==> config.mk <==
export PLATFORM = sky130hd
export DESIGN_NAME = rr3_mux_arbiter_flat
export DESIGN_NICKNAME = d
export VERILOG_FILES = /design/src/rtl/rr3_mux_arbiter_pkg.sv /design/src/rtl/rr3_mux_arbiter_if.sv /design/src/rtl/rr3_mux_arbiter_mux3_sel.sv /design/src/rtl/rr3_mux_arbiter.sv /design/src/flat_wrapper.sv
export SDC_FILE = /design/constraint.sdc
export NUM_CORES = 1
export LEC_CHECK = 0
export CAP_MARGIN = 20
export CORE_UTILIZATION = 59
export DETAILED_ROUTE_END_ITERATION = 16
export DONT_BUFFER_PORTS = 1
export GPL_ROUTABILITY_DRIVEN = 0
export PLACE_DENSITY = 0.75
export SYNTH_ARGS = -nofsm -noshare
export SYNTH_HDL_FRONTEND = slang
export SYNTH_SLANG_ARGS = --single-unit
==> constraint.sdc <==
create_clock -name clk -period 2.4 [get_ports clk]
set_input_delay 0.36 -clock clk [delete_from_list [all_inputs] [get_ports clk]]
set_output_delay 0.36 -clock clk [all_outputs]
set_load 0.02 [all_outputs]
==> src/rtl/rr3_mux_arbiter_pkg.sv <==
// Shared types and helpers for the 3-way round-robin mux arbiter.
// Holds the state encoding, the "no owner" address and the rotation pick.
package rr3_mux_arbiter_pkg;

    typedef enum logic [1:0] {
        ST_IDLE    = 2'b00,
        ST_GRANT   = 2'b01,
        ST_RELEASE = 2'b10
    } state_t;

    localparam logic [1:0] ADR_NONE = 2'b11;

    // First set request searching from last+1 modulo 3; ADR_NONE if nobody asks.
    function automatic logic [1:0] rr_next(input logic [2:0] req, input logic [1:0] last);
        logic [1:0] pick;
        int         idx;
        pick = ADR_NONE;
        for (int k = 2; k >= 0; k--) begin
            idx = (int'(last) + 1 + k) % 3;
            if (req[idx]) begin
                pick = 2'(idx);
            end
        end
        return pick;
    endfunction

endpackage

==> src/rtl/rr3_mux_arbiter_if.sv <==
// Bus bundle between three producers, the arbiter and one consumer.
// The arbiter takes the slave view; the producer/consumer side takes the master view.
interface rr3_mux_arbiter_if #(
    parameter int W = 4
);
    logic [2:0]   req;
    logic [W-1:0] x0;
    logic [W-1:0] x1;
    logic [W-1:0] x2;
    logic         ready;
    logic [2:0]   gnt;
    logic [1:0]   adr;
    logic [W-1:0] y;
    logic         y_valid;
    logic [2:0]   beat_ack;

    modport slave (
        input  req, x0, x1, x2, ready,
        output gnt, adr, y, y_valid, beat_ack
    );

    modport master (
        output req, x0, x1, x2, ready,
        input  gnt, adr, y, y_valid, beat_ack
    );
endinterface

==> src/rtl/rr3_mux_arbiter_mux3_sel.sv <==
// W-bit 3-input AND-OR mux addressed by a 2-bit select.
// Address 11 selects nothing, so the output is all zeros.
module mux3_sel #(
    parameter int W = 4
) (
    input  logic [1:0]   adr_i,
    input  logic [W-1:0] d0_i,
    input  logic [W-1:0] d1_i,
    input  logic [W-1:0] d2_i,
    output logic [W-1:0] y_o
);

    assign y_o = ({W{adr_i == 2'b00}} & d0_i)
               | ({W{adr_i == 2'b01}} & d1_i)
               | ({W{adr_i == 2'b10}} & d2_i);

endmodule

==> src/rtl/rr3_mux_arbiter.sv <==
// Round-robin owner sequencer for one shared 3-input mux path, with bursts of
// up to BURST accepted beats and one dead cycle between owners.
//
//   state      | meaning
//   -----------+-----------------------------------------------------------
//   ST_IDLE    | no owner, adr=11, waiting for any request
//   ST_GRANT   | owner drives y, y_valid=1, counting accepted beats
//   ST_RELEASE | single dead cycle, adr=11, then re-pick or go idle
module rr3_mux_arbiter
    import rr3_mux_arbiter_pkg::*;
#(
    parameter int W     = 4,
    parameter int BURST = 4
) (
    input  logic              clk,
    input  logic              rst_n,
    rr3_mux_arbiter_if.slave  bus
);

    state_t     state_q, state_d;
    logic [1:0] adr_q, adr_d;
    logic [2:0] gnt_q, gnt_d;
    logic       vld_q, vld_d;
    logic [1:0] last_q, last_d;
    logic [3:0] cnt_q, cnt_d;

    logic       owner_req;
    logic       accept;
    logic [1:0] pick;

    // gnt_q is one-hot on the owner, so this isolates the owner's request.
    assign owner_req = |(bus.req & gnt_q);
    assign accept    = vld_q & bus.ready & owner_req;
    assign pick      = rr_next(bus.req, last_q);

    always_ff @(posedge clk) begin
        if (!rst_n) begin
            state_q <= ST_IDLE;
            adr_q   <= ADR_NONE;
            gnt_q   <= 3'b000;
            vld_q   <= 1'b0;
            last_q  <= 2'd2;
            cnt_q   <= 4'd0;
        end else begin
            state_q <= state_d;
            adr_q   <= adr_d;
            gnt_q   <= gnt_d;
            vld_q   <= vld_d;
            last_q  <= last_d;
            cnt_q   <= cnt_d;
        end
    end

    always_comb begin
        state_d = state_q;
        adr_d   = adr_q;
        gnt_d   = gnt_q;
        vld_d   = vld_q;
        last_d  = last_q;
        cnt_d   = cnt_q;

        unique case (state_q)
            ST_IDLE, ST_RELEASE: begin
                if (bus.req != 3'b000) begin
                    state_d = ST_GRANT;
                    adr_d   = pick;
                    gnt_d   = 3'b001 << pick;
                    vld_d   = 1'b1;
                end else begin
                    state_d = ST_IDLE;
                    adr_d   = ADR_NONE;
                    gnt_d   = 3'b000;
                    vld_d   = 1'b0;
                end
                cnt_d = 4'd0;
            end
            ST_GRANT: begin
                if (!owner_req || (accept && cnt_q == 4'(BURST - 1))) begin
                    state_d = ST_RELEASE;
                    adr_d   = ADR_NONE;
                    gnt_d   = 3'b000;
                    vld_d   = 1'b0;
                    last_d  = adr_q;
                    cnt_d   = 4'd0;
                end else if (accept) begin
                    cnt_d = cnt_q + 4'd1;
                end
            end
            default: begin
                state_d = ST_IDLE;
                adr_d   = ADR_NONE;
                gnt_d   = 3'b000;
                vld_d   = 1'b0;
                cnt_d   = 4'd0;
            end
        endcase
    end

    assign bus.gnt      = gnt_q;
    assign bus.adr      = adr_q;
    assign bus.y_valid  = vld_q;
    assign bus.beat_ack = accept ? gnt_q : 3'b000;

    mux3_sel #(.W(W)) u_mux (
        .adr_i (adr_q),
        .d0_i  (bus.x0),
        .d1_i  (bus.x1),
        .d2_i  (bus.x2),
        .y_o   (bus.y)
    );

endmodule

==> src/flat_wrapper.sv <==
// flat-port wrapper written by rule: the top's interface ports become plain ports
module rr3_mux_arbiter_flat import rr3_mux_arbiter_pkg::*;
#(
    parameter int W     = 4,
    parameter int BURST = 4
)
  (clk, rst_n, bus_req, bus_x0, bus_x1, bus_x2, bus_ready, bus_gnt, bus_adr, bus_y, bus_y_valid, bus_beat_ack);
  rr3_mux_arbiter_if #(.W(W)) bus_i ();
  input  logic clk;
  input  logic rst_n;
  input wire logic [$bits(bus_i.req)-1:0] bus_req;
  input wire logic [$bits(bus_i.x0)-1:0] bus_x0;
  input wire logic [$bits(bus_i.x1)-1:0] bus_x1;
  input wire logic [$bits(bus_i.x2)-1:0] bus_x2;
  input wire logic [$bits(bus_i.ready)-1:0] bus_ready;
  output wire logic [$bits(bus_i.gnt)-1:0] bus_gnt;
  output wire logic [$bits(bus_i.adr)-1:0] bus_adr;
  output wire logic [$bits(bus_i.y)-1:0] bus_y;
  output wire logic [$bits(bus_i.y_valid)-1:0] bus_y_valid;
  output wire logic [$bits(bus_i.beat_ack)-1:0] bus_beat_ack;
  assign bus_i.req = bus_req;
  assign bus_i.x0 = bus_x0;
  assign bus_i.x1 = bus_x1;
  assign bus_i.x2 = bus_x2;
  assign bus_i.ready = bus_ready;
  assign bus_gnt = bus_i.gnt;
  assign bus_adr = bus_i.adr;
  assign bus_y = bus_i.y;
  assign bus_y_valid = bus_i.y_valid;
  assign bus_beat_ack = bus_i.beat_ack;
  rr3_mux_arbiter #(.W(W), .BURST(BURST)) u_core (.clk(clk), .rst_n(rst_n), .bus(bus_i));
endmodule
Yosys cells after proc, flatten, opt, wreduce, memory -nomap -nowiden
Cells that the tools add are included.
Cells by class
  equal/unequal tests: 6
  add/sub/neg operators: 4
  bitwise logic cells: 10
  div/mod/pow operators: 3
  shift-type cells: 1
  reduce and logical (&&, ||, !) cells: 10
  multiplexer cells: 25
  magnitude comparators: 3
Operators with widths (count)
  less-than comparator 32 x 4 -> 1 bit (second input constant): 3
  modulo 32 x 3 -> 32 bit (second input constant): 3
  adder 32 x 2 -> 32 bit (second input constant): 1
  adder 32 x 3 -> 32 bit (second input constant): 1
  bitwise AND 4 bit: 3
  2-to-1 mux 2 bit: 6
  2-to-1 mux 1 bit: 9
  2-to-1 mux 3 bit: 3
  bitwise OR 4 bit: 2
  case mux 2 bit (2 select lines): 2
  binary-select mux 1 bit (select 2 bit): 3
  case mux 3 bit (2 select lines): 1
  OR reduction 3 bit: 2
  adder 4 x 1 -> 4 bit (second input constant): 1
  == test 2 x 1 -> 1 bit (second input constant): 2
  == test 2 bit (second input constant): 2
  == test 4 x 2 -> 1 bit (second input constant): 1
  zero test 2 bit: 2
  adder 2 x 1 -> 3 bit (second input constant): 1
  bitwise AND 3 bit: 1
  nonzero test 3 bit: 1
  left shift 1 x 2 -> 3 bit (first input constant): 1
  bitwise AND 1 bit: 2
  inequality test 2 x 1 -> 1 bit (second input constant): 1
  other kinds (7): 8
Word-level totals
  input port bits: 18
  bits in registers: 14
  word-level logic and storage cells: 68

Depth between registers and ports, before layout
  depth in word-level cells: 12
  gate-level depth with buffers: 6

Hierarchy
Synthesis repeated with hierarchy kept, for this count alone.
Second synthesis, totals
  cell total of the unflattened synthesis: 101
  area, all modules: 872.1 µm²
By module, submodules not included
  rr3_mux_arbiter: area each 772.0 µm², cells an instance 91, times used 1, seq. area each 260.2 µm²
  mux3_sel: area each 100.1 µm², cells an instance 10, times used 1, seq. area each 0.0 µm²

Worst setup path after synthesis
OpenSTA, ideal clock, no wires.
  path kind: register -> register
  start point: register u_core.last_q[0]
  end point: register u_core.gnt_q[2] (netlist: u_core.bus.gnt[2])
  setup time: 117 ps
  clock period less this slack: 1791 ps
  setup slack: 609 ps
  path buffers: 0
  stages on the path, launching flop included: 7
  data arrival time: 1674 ps
  data required time: 2283 ps
  path through: dfxtp_1 -> inv_1 -> ha_1 -> nand2b_1 -> and4b_1 -> o32a_1 -> a32o_1
Between the ends
  cells in the longest elaborated chain, start to end: 12
  elaborated cells on any way between the ends: 21
  those cells by class: 3 x add/sub; 3 x div; 1 x shift; 14 x mux
RTL lines
  start, declared: RTL line rr3_mux_arbiter.sv:24  | logic [1:0] last_q, last_d;
  start signal, assigned: RTL line rr3_mux_arbiter.sv:49  | last_q <= last_d;
  adder 2 x 1 -> 3 bit (*): RTL line rr3_mux_arbiter_pkg.sv:19  | idx = (int'(last) + 1 + k) % 3;
  adder 32 x 3 -> 32 bit: RTL line rr3_mux_arbiter_pkg.sv:19
  modulo 32 x 3 -> 32 bit: RTL line rr3_mux_arbiter_pkg.sv:19
  binary-select mux 1 bit (select 2 bit): RTL line rr3_mux_arbiter_pkg.sv:20  | if (req[idx]) begin
  2-to-1 mux 1 bit (not written as such) (2 in a row): RTL line rr3_mux_arbiter_pkg.sv:20
  2-to-1 mux 2 bit (2 in a row): RTL line rr3_mux_arbiter_pkg.sv:20
  2-to-1 mux 2 bit (*): RTL line rr3_mux_arbiter_pkg.sv:20
  left shift 1 x 2 -> 3 bit (*): RTL line rr3_mux_arbiter.sv:67  | gnt_d = 3'b001 << pick;
  2-to-1 mux 3 bit (*): RTL line rr3_mux_arbiter.sv:64  | if (bus.req != 3'b000) begin
  case mux 3 bit (2 select lines) (*): RTL line rr3_mux_arbiter.sv:62  | unique case (state_q)
  end signal, assigned: RTL line rr3_mux_arbiter.sv:47  | gnt_q <= gnt_d;
  end, declared: RTL line rr3_mux_arbiter.sv:22  | logic [2:0] gnt_q, gnt_d;
Mark *: on every way between the ends. The rest lies on a longest branch, timed or not. The select of a mux whose other input is x is not followed.
A chain may end at the register's enable or synchronous reset.

Worst setup path in the final report
  start point: register u_core.gnt_q[0] (netlist: u_core.bus.gnt[0])
  end point: output port bus_beat_ack[1]
Between the ends
  cells in the longest elaborated chain, start to end: 4
RTL lines
  bitwise AND 3 bit: RTL line rr3_mux_arbiter.sv:32  | assign owner_req = |(bus.req & gnt_q);
  OR reduction 3 bit: RTL line rr3_mux_arbiter.sv:32
  bitwise AND 1 bit: RTL line rr3_mux_arbiter.sv:33  | assign accept = vld_q & bus.ready & owner_req;
  2-to-1 mux 3 bit: RTL line rr3_mux_arbiter.sv:102  | assign bus.beat_ack = accept ? gnt_q : 3'b000;
  end, declared: RTL line flat_wrapper.sv:20  | output wire logic [$bits(bus_i.beat_ack)-1:0] bus_beat_ack;
Every way passes these cells.

==> run_results.csv <==
group,metric,value,unit
clock_network,cts_num_sinks,13,
clock_network,cts.clk_slew.worst_paths,0.08,ns
status,status,"finished clean",
clock_network,clock_latency,0.27,ns
timing,skew,0.00182,ns
power,leakage,0.328,nW
worst_setup_path,cp_slowest_cell,"a222oi_1",
place,placed_cell_area,811,µm²
layout,fin_cells,109,
global_routing,grt_pass1_wl,2530,µm
clock_network,clockBufferDepth,2,
timing,holdWs,0.159,ns
global_routing,antenna_found_initial,0,
route,num_vias,700,
route,detail-route-antenna-nets,0,
clock_network,cts_inserted_buffers,3,
worst_setup_path,path_cells,"a222oi_1 -> nor2_1 -> and2_1",
worst_setup_path,cp_slowest_stage_delay,0.66,ns
layout,utilization,70.6,%
route,detail_route.iter0.violations,15,
layout,nFillCells,94,
timing,finalSetupViolCount,0,
worst_setup_path,r2r-start,"u_core.last_q[0]$_SDFFE_PN0P_",
clock_network,cts_resized,0,
worst_setup_path,cp-startpoint,"u_core.bus.gnt[0]$_SDFFE_PN0P_",
route,drc,0,
power,vdd_drop_max,0.461,mV
route,detail_route.wl_per_cell,14.9,µm
worst_setup_path,startpoint_type,"flip-flop",
layout,antenna_cells,0,
timing,setup_slack,0.197,ns
synth,yosysWarnings,0,
timing,rsz0062_at_grt,"no",
synth,synth_fp_nets,114,
global_routing,grt_use_total,24.5,%
clock_network,tritoncts,"yes",
global_routing,grt_max_degree,9,
timing,post-route-period-util,91.8,%
floorplanning,core,1190,µm²
layout,fin_nets,118,
global_routing,grt_pass1_vias,612,
worst_setup_path,worstPathArrival,1.84,ns
global_routing,overflow,0,
floorplanning,std_cell_rows,12,
route,via_per_inst,6.42,
layout,synthToLayoutAreaGrowth,5.02,%
synth,postSynthAreaPerCell,8.66,µm²
worst_setup_path,regToRegSetupSlack,0.42,ns
worst_setup_path,crit_fanout,5,
power,finalPower,0.649,mW
clock_network,cts_setup_buffers,0,
place,hpwl,1280,µm
layout,design_area,837,µm²
route,routed_wirelength,1620,µm
power,power_density,775,nW/µm²
clock_network,cts_root_buf,"clkbuf_4",
worst_hold_path,min_from,"rst_n",
timing,slew_viol_final,0,
floorplanning,die_y,38.8,µm
synth,yosysSeqAreaShare,32.7,%
job,maxCapViolations,0,
worst_setup_path,cp-end-kind,"output pin",
timing,slew_headroom,55.1,%
timing,hold_viol_final,0,
synth,synthDistinctLibCells,33,
clock_network,cts_hold_buffers,0,
floorplanning,start_util,67.2,%
route,dr.pass1.iters,4,
place,port_buffers,0,
worst_setup_path,worstPathRequired,2.04,ns
timing,tns,0,ns
synth,syn_inst,92,
timing,min_period,2.20,ns
timing,worstMarginPinSlew,0.674,ns
layout,drive_above_1_share,7.37,%
place,dp_cells,105,
worst_setup_path,crit_type,"flip-flop to output pin",
place,pre_cts_slack,0.478,ns
floorplanning,dieArea,1500,µm²
floorplanning,io_pins,31,
worst_hold_path,hold_path.class,"input port to flip-flop",
timing,fmax,454,MHz
synth,synth_seq_cells,13,
clock_network,cts_max_level,1,
floorplanning,die_width,38.8,µm
synth,synth_area,797,µm²
state kept, by name, summed over array words and instances, names as in the netlist:
name / count
u_core.bus.y_valid: 1
u_core.bus.gnt: 3
u_core.bus.adr: 2
u_core.last_q: 2
u_core.state_q: 1
u_core.cnt_q: 4
where the power goes:
group	internal, mW	leakage [nW]	switching, mW
clock	0.0644	0.0150	0.0696
sequential	0.242	0.106	0.0587
combinational	0.0914	0.207	0.122
area by class of cell:
cell class | count | area (µm²) | share of cell area [%]
flip-flops and latches | 13 | 260 | 31.1
well taps | 14 | 17.5 | 2.09
multi-input cells | 75 | 522 | 62.3
inverters | 3 | 11.3 | 1.35
clock buffers | 4 | 26.3 | 3.14
cell usage in the layout (no fill, tap or decap), types with 2 or more instances in the layout:
cell and n:
nand3_1 3, o21ai_0 8, inv_1 3, nand2b_1 4
and2_1 3, xnor2_1 3, nand3b_1 2, o21a_1 3
dfxtp_1 13, a21bo_2 2, nand2_1 7, clkbuf_4 3
mux2i_1 4, a21oi_1 5, nor2b_1 2, nor3_1 4
nor2_1 6, ha_1 4
final timing paths:
check / end / cells after the start
max: bus_beat_ack[1] / 3
min: u_core.last_q[1]$_SDFFE_PN1P_ / 1
max reg2reg: u_core.bus.adr[1]$_SDFFE_PN1P_ / 6
min reg2reg: u_core.cnt_q[1]$_SDFFE_PP0N_ / 2
worst max-delay path, delay by kind of cell (launching register included):
kind / cells / cell delay (ns)
AO/OA/AOI/OAI: 1 / 0.66
flip-flops: 1 / 0.40
AND/OR/NAND/NOR: 2 / 0.51
synth_stat cells:
| library cell | n | area [µm²] |
|---|---|---|
| a21bo_2 | 2 | 20.0 |
| a21oi_1 | 5 | 25.0 |
| a221oi_1 | 1 | 8.76 |
| a222oi_1 | 1 | 10.0 |
| a22o_1 | 1 | 8.76 |
| a2bb2oi_1 | 1 | 8.76 |
| a32o_1 | 1 | 10.0 |
| a32oi_1 | 1 | 8.76 |
| a41oi_2 | 1 | 16.3 |
| and2_1 | 3 | 18.8 |
| and3_4 | 1 | 11.3 |
| and4b_1 | 1 | 10.0 |
| clkbuf_1 | 1 | 3.75 |
| dfxtp_1 | 13 | 260 |
| ha_1 | 4 | 50.1 |
| inv_1 | 3 | 11.3 |
| mux2i_1 | 4 | 40.0 |
| nand2_1 | 7 | 26.3 |
| nand2b_1 | 4 | 25.0 |
| nand3_1 | 3 | 15.0 |
| nand3b_1 | 2 | 15.0 |
| nor2_1 | 6 | 22.5 |
| nor2b_1 | 2 | 12.5 |
| nor3_1 | 4 | 20.0 |
| nor3b_1 | 1 | 7.51 |
| nor4bb_1 | 1 | 10.0 |
| o21a_1 | 3 | 22.5 |
| o21ai_0 | 8 | 40.0 |
| o2bb2ai_1 | 1 | 8.76 |
| o32a_1 | 1 | 10.0 |
| or2_1 | 1 | 6.26 |
| or2b_1 | 1 | 7.51 |
| xnor2_1 | 3 | 26.3 |
routing by layer:
layer  routed length [µm]  vias up  GRT usage (%)  share of wire (%)
met1                  748      329           29.2                 46
met3                   92        0           6.94                5.7
li1                     -      346              -                  -
met4                    0        0           2.59                  0
met5                    0        -              0                  0
met2                  781       25           44.2                 48
cell families (layout without fill, tap and decap cells):
family	count (synthesis)	after routing	synth area share, %
DFF	13	13	32.7
xor gates and xnor gates	3	3	3.30
adders and majority gates	4	4	6.28
and+or+nand+nor	37	37	26.1
buffers and inverters	4	7	1.88
AOI/OAI and AO/OA	27	27	24.8
muxes	4	4	5.02
No activity file was read; power rests on OpenSTA's default activity.
